--- src/rtl/dmem_arbiter.sv ---
// dmem_arbiter: shares one single-port data memory between the core port (0) and the IO/debug port (1)
module dmem_arbiter #(
  parameter int ADDR_W     = 32,
  parameter int DATA_W     = 32,
  parameter int RD_LAT     = 1,
  parameter int FIXED_PRIO = 0
) (
  input  logic              i_clk,
  input  logic              i_reset,
  input  logic              i_m0_req,
  input  logic              i_m0_we,
  input  logic [ADDR_W-1:0] i_m0_addr,
  input  logic [DATA_W-1:0] i_m0_wdata,
  output logic              o_m0_gnt,
  output logic              o_m0_rvalid,
  output logic [DATA_W-1:0] o_m0_rdata,
  input  logic              i_m1_req,
  input  logic              i_m1_we,
  input  logic [ADDR_W-1:0] i_m1_addr,
  input  logic [DATA_W-1:0] i_m1_wdata,
  output logic              o_m1_gnt,
  output logic              o_m1_rvalid,
  output logic [DATA_W-1:0] o_m1_rdata,
  output logic              o_mem_en,
  output logic              o_mem_wren,
  output logic [ADDR_W-1:0] o_mem_addr,
  output logic [DATA_W-1:0] o_mem_wdata,
  input  logic [DATA_W-1:0] i_mem_rdata,
  output logic              o_busy
);
  typedef enum logic [1:0] {IDLE, ISSUE, WAIT, DONE} state_t;
  localparam logic [1:0] CNT_LOAD = 2'(RD_LAT - 1);
  if (RD_LAT < 1 || RD_LAT > 4) begin : g_bad_rd_lat
    $error("dmem_arbiter: RD_LAT must be in 1..4");
  end
  state_t      r_state;
  state_t      w_next;
  logic        r_last;
  logic        r_port;
  logic        r_we;
  logic [1:0]  r_cnt;
  logic        w_take;
  logic        w_win;
  logic        w_cap;
  // arbitration (requests only considered in IDLE) and next-state selection
  always_comb begin
    w_take = (r_state == IDLE) && (i_m0_req || i_m1_req);
    w_win  = (i_m0_req && i_m1_req) ? ((FIXED_PRIO != 0) ? 1'b0 : ~r_last) : i_m1_req;
    w_cap  = (r_state == WAIT) && (r_cnt == 2'd0);
    w_next = r_state;
    case (r_state)
      IDLE:    w_next = w_take ? ISSUE : IDLE;
      ISSUE:   w_next = r_we ? IDLE : WAIT;
      WAIT:    w_next = w_cap ? DONE : WAIT;
      default: w_next = IDLE;
    endcase
  end
  // state register
  always_ff @(posedge i_clk or negedge i_reset) begin
    if (!i_reset) r_state <= IDLE;
    else          r_state <= w_next;
  end
  // command latch, registered strobes/grants and read-return routing to the winning port
  always_ff @(posedge i_clk or negedge i_reset) begin
    if (!i_reset) begin
      r_last      <= 1'b1;
      r_port      <= 1'b0;
      r_we        <= 1'b0;
      r_cnt       <= 2'd0;
      o_mem_en    <= 1'b0;
      o_mem_wren  <= 1'b0;
      o_mem_addr  <= '0;
      o_mem_wdata <= '0;
      o_m0_gnt    <= 1'b0;
      o_m1_gnt    <= 1'b0;
      o_m0_rvalid <= 1'b0;
      o_m1_rvalid <= 1'b0;
      o_m0_rdata  <= '0;
      o_m1_rdata  <= '0;
      o_busy      <= 1'b0;
    end else begin
      o_mem_en    <= w_take;
      o_mem_wren  <= w_take && (w_win ? i_m1_we : i_m0_we);
      o_m0_gnt    <= w_take && !w_win;
      o_m1_gnt    <= w_take && w_win;
      o_m0_rvalid <= w_cap && !r_port;
      o_m1_rvalid <= w_cap && r_port;
      o_busy      <= w_next != IDLE;
      r_cnt       <= (r_state == ISSUE) ? CNT_LOAD : (r_state == WAIT) ? r_cnt - 2'd1 : r_cnt;
      if (w_take) begin
        r_we        <= w_win ? i_m1_we : i_m0_we;
        r_port      <= w_win;
        r_last      <= w_win;
        o_mem_addr  <= w_win ? i_m1_addr : i_m0_addr;
        o_mem_wdata <= w_win ? i_m1_wdata : i_m0_wdata;
      end
      if (w_cap && !r_port) o_m0_rdata <= i_mem_rdata;
      if (w_cap && r_port)  o_m1_rdata <= i_mem_rdata;
    end
  end
endmodule

--- config.mk ---
export PLATFORM = sky130hd
export DESIGN_NAME = dmem_arbiter
export DESIGN_NICKNAME = d
export VERILOG_FILES = /design/src/rtl/dmem_arbiter.sv
export SDC_FILE = /design/constraint.sdc
export NUM_CORES = 1
export LEC_CHECK = 0
export CORE_MARGIN = 10
export CORE_UTILIZATION = 40
export DETAILED_ROUTE_END_ITERATION = 16
export PLACE_DENSITY = 0.85
export SETUP_SLACK_MARGIN = 0.5
export SYNTH_ARGS = -nofsm -noshare
export SYNTH_HDL_FRONTEND = slang
export SYNTH_SLANG_ARGS = --single-unit
--- constraint.sdc ---
create_clock -name i_clk -period 2 [get_ports i_clk]
set_input_delay 0.2 -clock i_clk [delete_from_list [all_inputs] [get_ports i_clk]]
set_output_delay 0.2 -clock i_clk [all_outputs]
set_load 0.05 [all_outputs]
==> After elaboration in Yosys (flattened, before gate mapping) <==
Index checks and enable logic that the tools add are counted.
{ "word_totals": {"regBits": 142, "inputBits": 166, "out_inout_bits": 135, "elab_cells": 45} }
{ "classes": {"addsub": 1, "n_eq_ne": 2, "mux": 10, "bitwise": 1, "n_reduce_logical": 15} }
{ "ops": {"columns": ["op", "count"], "rows": [
  ["32-bit two-way mux", 2],
  ["1-bit logical AND", 8],
  ["2-bit two-way mux", 3],
  ["2-bit case mux with 3 select lines", 1],
  ["2-bit logical NOT", 2],
  ["1-bit two-way mux", 4],
  ["2-bit nonzero test", 2],
  ["2-bit by 1-bit equality test with 1-bit output, second input constant", 1],
  ["2-bit equality test, second input constant", 1],
  ["1-bit logical NOT", 2],
  ["2-bit by 1-bit subtractor with 2-bit output, second input constant", 1],
  ["1-bit logical OR", 1],
  ["1-bit NOT", 1]
]} }

==> Longest topological paths before layout <==
{ "logic_depth": {"word_depth": 5, "depth_mapped": 7, "depth_no_buf": 6} }

==> Worst setup path after synthesis <==
Ideal clock, no wire load.
{ "synth_timing": {"path_kind": "reg2reg", "startpoint": "register r_state[0]", "endpoint": "register o_m0_rdata[10]", "setup_ns": 0.125, "arrival_time_ns": 1.450, "required_ns": 1.875, "path_slack_ns": 0.425, "path_stages_with_launch": 8, "n_path_buf": 2, "period_less_slack_ns": 1.575, "path_cell_list": "dfrtp_1 inv_1 ha_1 nand2_1 or2_1 buf_2 buf_6 mux2_4"} }
{ "synth_between": {"elab_chain_cells": 3} }
{ "synth_rtl": {"columns": ["item", "line", "text"], "rows": [
  ["from (decl)", "36", "state_t r_state;"],
  ["from (signal assigned)", "61", "else r_state <= w_next;"],
  ["2-bit equality test", "49", "w_cap = (r_state == WAIT) && (r_cnt == 2'd0);"],
  ["1-bit logical AND", "49", null],
  ["1-bit logical AND", "97", "if (w_cap && !r_port) o_m0_rdata <= i_mem_rdata;"],
  ["to (signal assigned)", "97", null],
  ["to (decl)", "16", "output logic [DATA_W-1:0] o_m0_rdata,"]
]} }
No other way between the ends.
A chain may end at the register's enable or synchronous reset.

==> Worst setup path after layout <==
{ "layout_timing": {"startpoint": "register r_cnt[0]", "endpoint": "register o_m0_rdata[12]"} }
{ "layout_between": {"elab_chain_cells": 3} }
{ "layout_rtl": {"columns": ["item", "line", "text"], "rows": [
  ["from (decl)", "41", "logic [1:0] r_cnt;"],
  ["from (signal assigned)", "89", "r_cnt <= (r_state == ISSUE) ? CNT_LOAD : (r_state == WAIT) ? r_cnt - 2'd1 : r_cnt;"],
  ["2-bit logical NOT", "49", null],
  ["1-bit logical AND", "49", null],
  ["1-bit logical AND", "97", null]
]} }
No other way between the ends.

==> summary.md <==
| Metric | Value |
|---|---|
| Core Footprint | 14,370 um2 |
| Number of synthesized flops with an enable pin | 0 |
| DP Area | between 9000 and 10,000 um2 |
| Status | complete, no violations |
| Max Freq | 616.0 MHz |
| Clk pwr share | between 10% and 20% |
| Crit-path cells | inv_1, ha_4, nand2_4, or2_4, buf_12, mux2_4 |
| Synth-to-layout area growth | 74.11% |
| Critical Path AT | 1930 ps |
| Syn Nets | 569 |
| Die width | ~140 um |
| Setup_tns | 0 ps |
| Initial antenna violation count | 1 |
| P_sw | 9.518 mW |
| GRT Resource Usage Total | 21.31% |
| Sw Share | between 40% and 50% |
| Initial drt markers | roughly 270 |
| Vias post-DR | between 4,000 and 5,000 |
| Wire per inst | 24.38 um |
| Area of the multi-input gates | 2190 um2 |
| Critical path type | reg2reg |
| RSZ-0062 raised after global routing | true |
| DP HPWL | 14,960 um |
| Final-report setup violation count | 0 |
| Pwr dens | 2022 nW/um2 |
| Yosys cell types | 24 |
| CTS root buf | clkbuf_16 |
| Top cells by area, synth | dfrtp_1 61%, a221o_1 11%, mux2_4 7.7%, mux2_2 6.6%, and2_0 4.5% |
| Fill cells | about 950 |
| Synthesis-stage register bit count | 142 |
| Antenna Nets Post-Route | 0 |
| Internal | 10.97 mW |
| Worst reg-to-reg setup slack | 380 ps |
| Clk sink count | 142 |
| Setup crit end kind | register |
| DRC errors left | 0 |
| Number of global-route vias before repair | 5,519 |
| First-pass GRT wire length | 32,690 um |
| Sequential cell area | 3556 um2 |
| Final Hold Viols | 0 |
| Crit Path Max Fanout | 7 |
| Worst path bufs/invs | 2 |
| Fin crit period | 1623 ps |
| Commonest cells in the netlist | 141 x dfrtp_1, 65 x a221o_1, 42 x and2_0, 34 x mux2_2, 30 x mux2_4 |
| Die Span Y | 140.6 um |
| Max-slew violation count | 0 |
| Max-Cap Viols | 0 |
| Grt ovf | 0 |
| Leak Pwr | 4.570 nW |
| Final instance area | about 10,000 um2 |
| Final Core Density | 70.52% |
| Asr flop ratio synth | 100.0% |
| Clock slew at reported path FFs | 60 ps |
| Avg Inst Size Synth | 14.62 um2 |
| Crit path required time | 2300 ps |
| Share of layout cells above drive strength 1 | 38.72% |
| Die area | 19,770 um2 |
| Highest cell delay on the worst timing path | 400 ps |
| GPL Wtd Cong | 0.8802 |
| VDD IR max | between 1 and 1.5 mV |
| Worst-margin pin slew | roughly 600 ps |
| Synth top area share | 60.63% |
| FP Rows | 44 |
| Most used DFF post-synth | dfrtp_1 |
| Crit share post-route | 81.17% |
| Gate Count Post-Synth | slightly below 400 |
| Drt pass-1 iters | 4 |
| Mapped Area | 5819 um2 |
| Largest net degree at the start of global routing | 61 |
| Hold Crit Class | in2async |
| Synth area leader | dfrtp_1 |
| Clk buf depth | 2 |
| Worst clock skew | 17.75 ps |
| Slew margin rel. | approximately three fifths |
| Crit path max-delay cell type | dfrtp_1 |
| CTS tree | built |
| Sequential area share after synthesis | between 60 and 70% |
| Vias per Instance | 5.178 |
| Seq pwr share | 25.2% |
| CTS buffer count | 17 |
| H-tree depth | 4 |
| Most numerous cell in the Yosys netlist | dfrtp_1 |
| Initial core utilization | just over 40% |
| Combinational fraction of design power | 57.0% |
| Cell family with most CP delay | flip-flops |
| CP Launch Type | register |
| Clk Latency, worst-skew pair | 420 ps |
| Warnings, synthesis | 0 |
| Num ports | 301 |
| Drt total wl | about 23,000 um |
| Port Buffers | 300 |
| Nets | 907 |
-- layout make-up --
| class | instances | area share, % |
|---|---|---|
| diodes | 1 | 0.02470 |
| well taps | 184 | 2.272 |
| flip-flops and latches | 142 | 35.10 |
| inverters | 8 | 0.3211 |
| multi-input cells | 222 | 21.61 |
| clock inverters | 13 | 2.309 |
| repair buffers | 345 | 34.00 |
| clock buffers | 19 | 4.371 |
-- state kept, by name, summed over array words and instances, names as in the netlist --
register / cells
r_state: 2
o_mem_addr: 32
r_port: 1
o_m1_gnt: 1
r_cnt: 2
o_m0_rdata: 32
r_we: 1
o_busy: 1
o_m1_rdata: 32
r_last: 1
o_mem_wdata: 32
o_m0_gnt: 1
o_m0_rvalid: 1
o_m1_rvalid: 1
o_mem_wren: 1
o_mem_en: 1
-- per-stage QoR --
step	std cells	hold WS (ps)	power, mW	setup slack, ps
finish	934	365.3	20.49	376.6
global route	934	387.2	21.29	319.2
CTS	916	350.7	20.34	359.9
detailed placement	867	226.8	16.58	209.6
global placement	867	216.8	16.31	240.6
floorplan	398	-95.59	12.50	456.8
-- cells by family after synthesis --
| logic type | share of synthesized area (%) |
|---|---|
| muxes | 14.32 |
| adders and majority gates | 1.075 |
| AOI/OAI and AO/OA | 12.45 |
| buffers and inverters | 3.268 |
| DFF | 61.08 |
| and+or+nand+nor | 7.805 |
-- worst reg2reg max path, cell delays in order (launching register included) --
cell	delay, ps
dfrtp_1	400
inv_1	120
ha_4	160
nand2_4	50
or2_4	310
buf_12	190
mux2_4	300
-- repair_timing --
action                                  CTS  global route
hold endpoints to repair                 57             0
buffers inserted                         10             8
resized for setup                       351            88
endpoints found under the setup margin  237           191
hold buffers                              1             0
pin swaps                                 3             7
gates cloned                              6             9
-- power by group through the flow --
stage	Clock (mW)	Combinational, mW	Sequential [mW]
6_report	3.63	11.7	5.17
5_1_grt	3.81	12.2	5.32
4_1_cts	3.66	11.5	5.14
3_5_place_dp	0	11.5	5.12
3_3_place_gp	0	11.2	5.08
2_1_floorplan	0	2.81	9.70
-- placed cells by master, fill, tap and decap left out, types with 3 or more instances in the layout --
master,n
a221o_1,65
ha_4,3
mux2_2,32
clkdlybuf4s15_1,9
buf_16,3
inv_1,5
buf_12,9
and2_0,41
clkinvlp_4,3
dfrtp_1,140
buf_6,13
clkbuf_2,58
nor2_1,3
clkdlybuf4s15_2,68
clkbuf_16,22
buf_4,15
mux2_4,32
clkdlybuf4s50_1,164
nand2_1,4
and2_1,16
bufinv_16,6
and2_4,8
-- layer usage --
metal | global-route usage [%] | wire (um) | vias to the layer above | share of wire, %
met5 | 0 | 0 | - | 0
met4 | 6.685 | 440 | 0 | 1.9
met3 | 10.08 | 2153 | 27 | 9.5
met2 | 36.70 | 11620 | 235 | 51
met1 | 22.57 | 8559 | 2427 | 38
li1 | - | - | 2147 | -
-- path summary, 6_finish.rpt --
kind / end / cells past startpoint / from
max in group asynchronous: o_m1_rdata[14] / 3 / i_reset
setup reg to reg: o_m0_rdata[12] / 6 / r_cnt[0]
hold / removal: o_m1_rdata[6] / 2 / i_reset
hold reg to reg: o_m1_rdata[25] / 1 / o_m1_rdata[25]
min in group i_clk: o_mem_wdata[15] / 2 / i_m1_wdata[15]
setup / recovery: o_m0_rdata[12] / 6 / r_cnt[0]
Power figures use the tool's default switching activity.
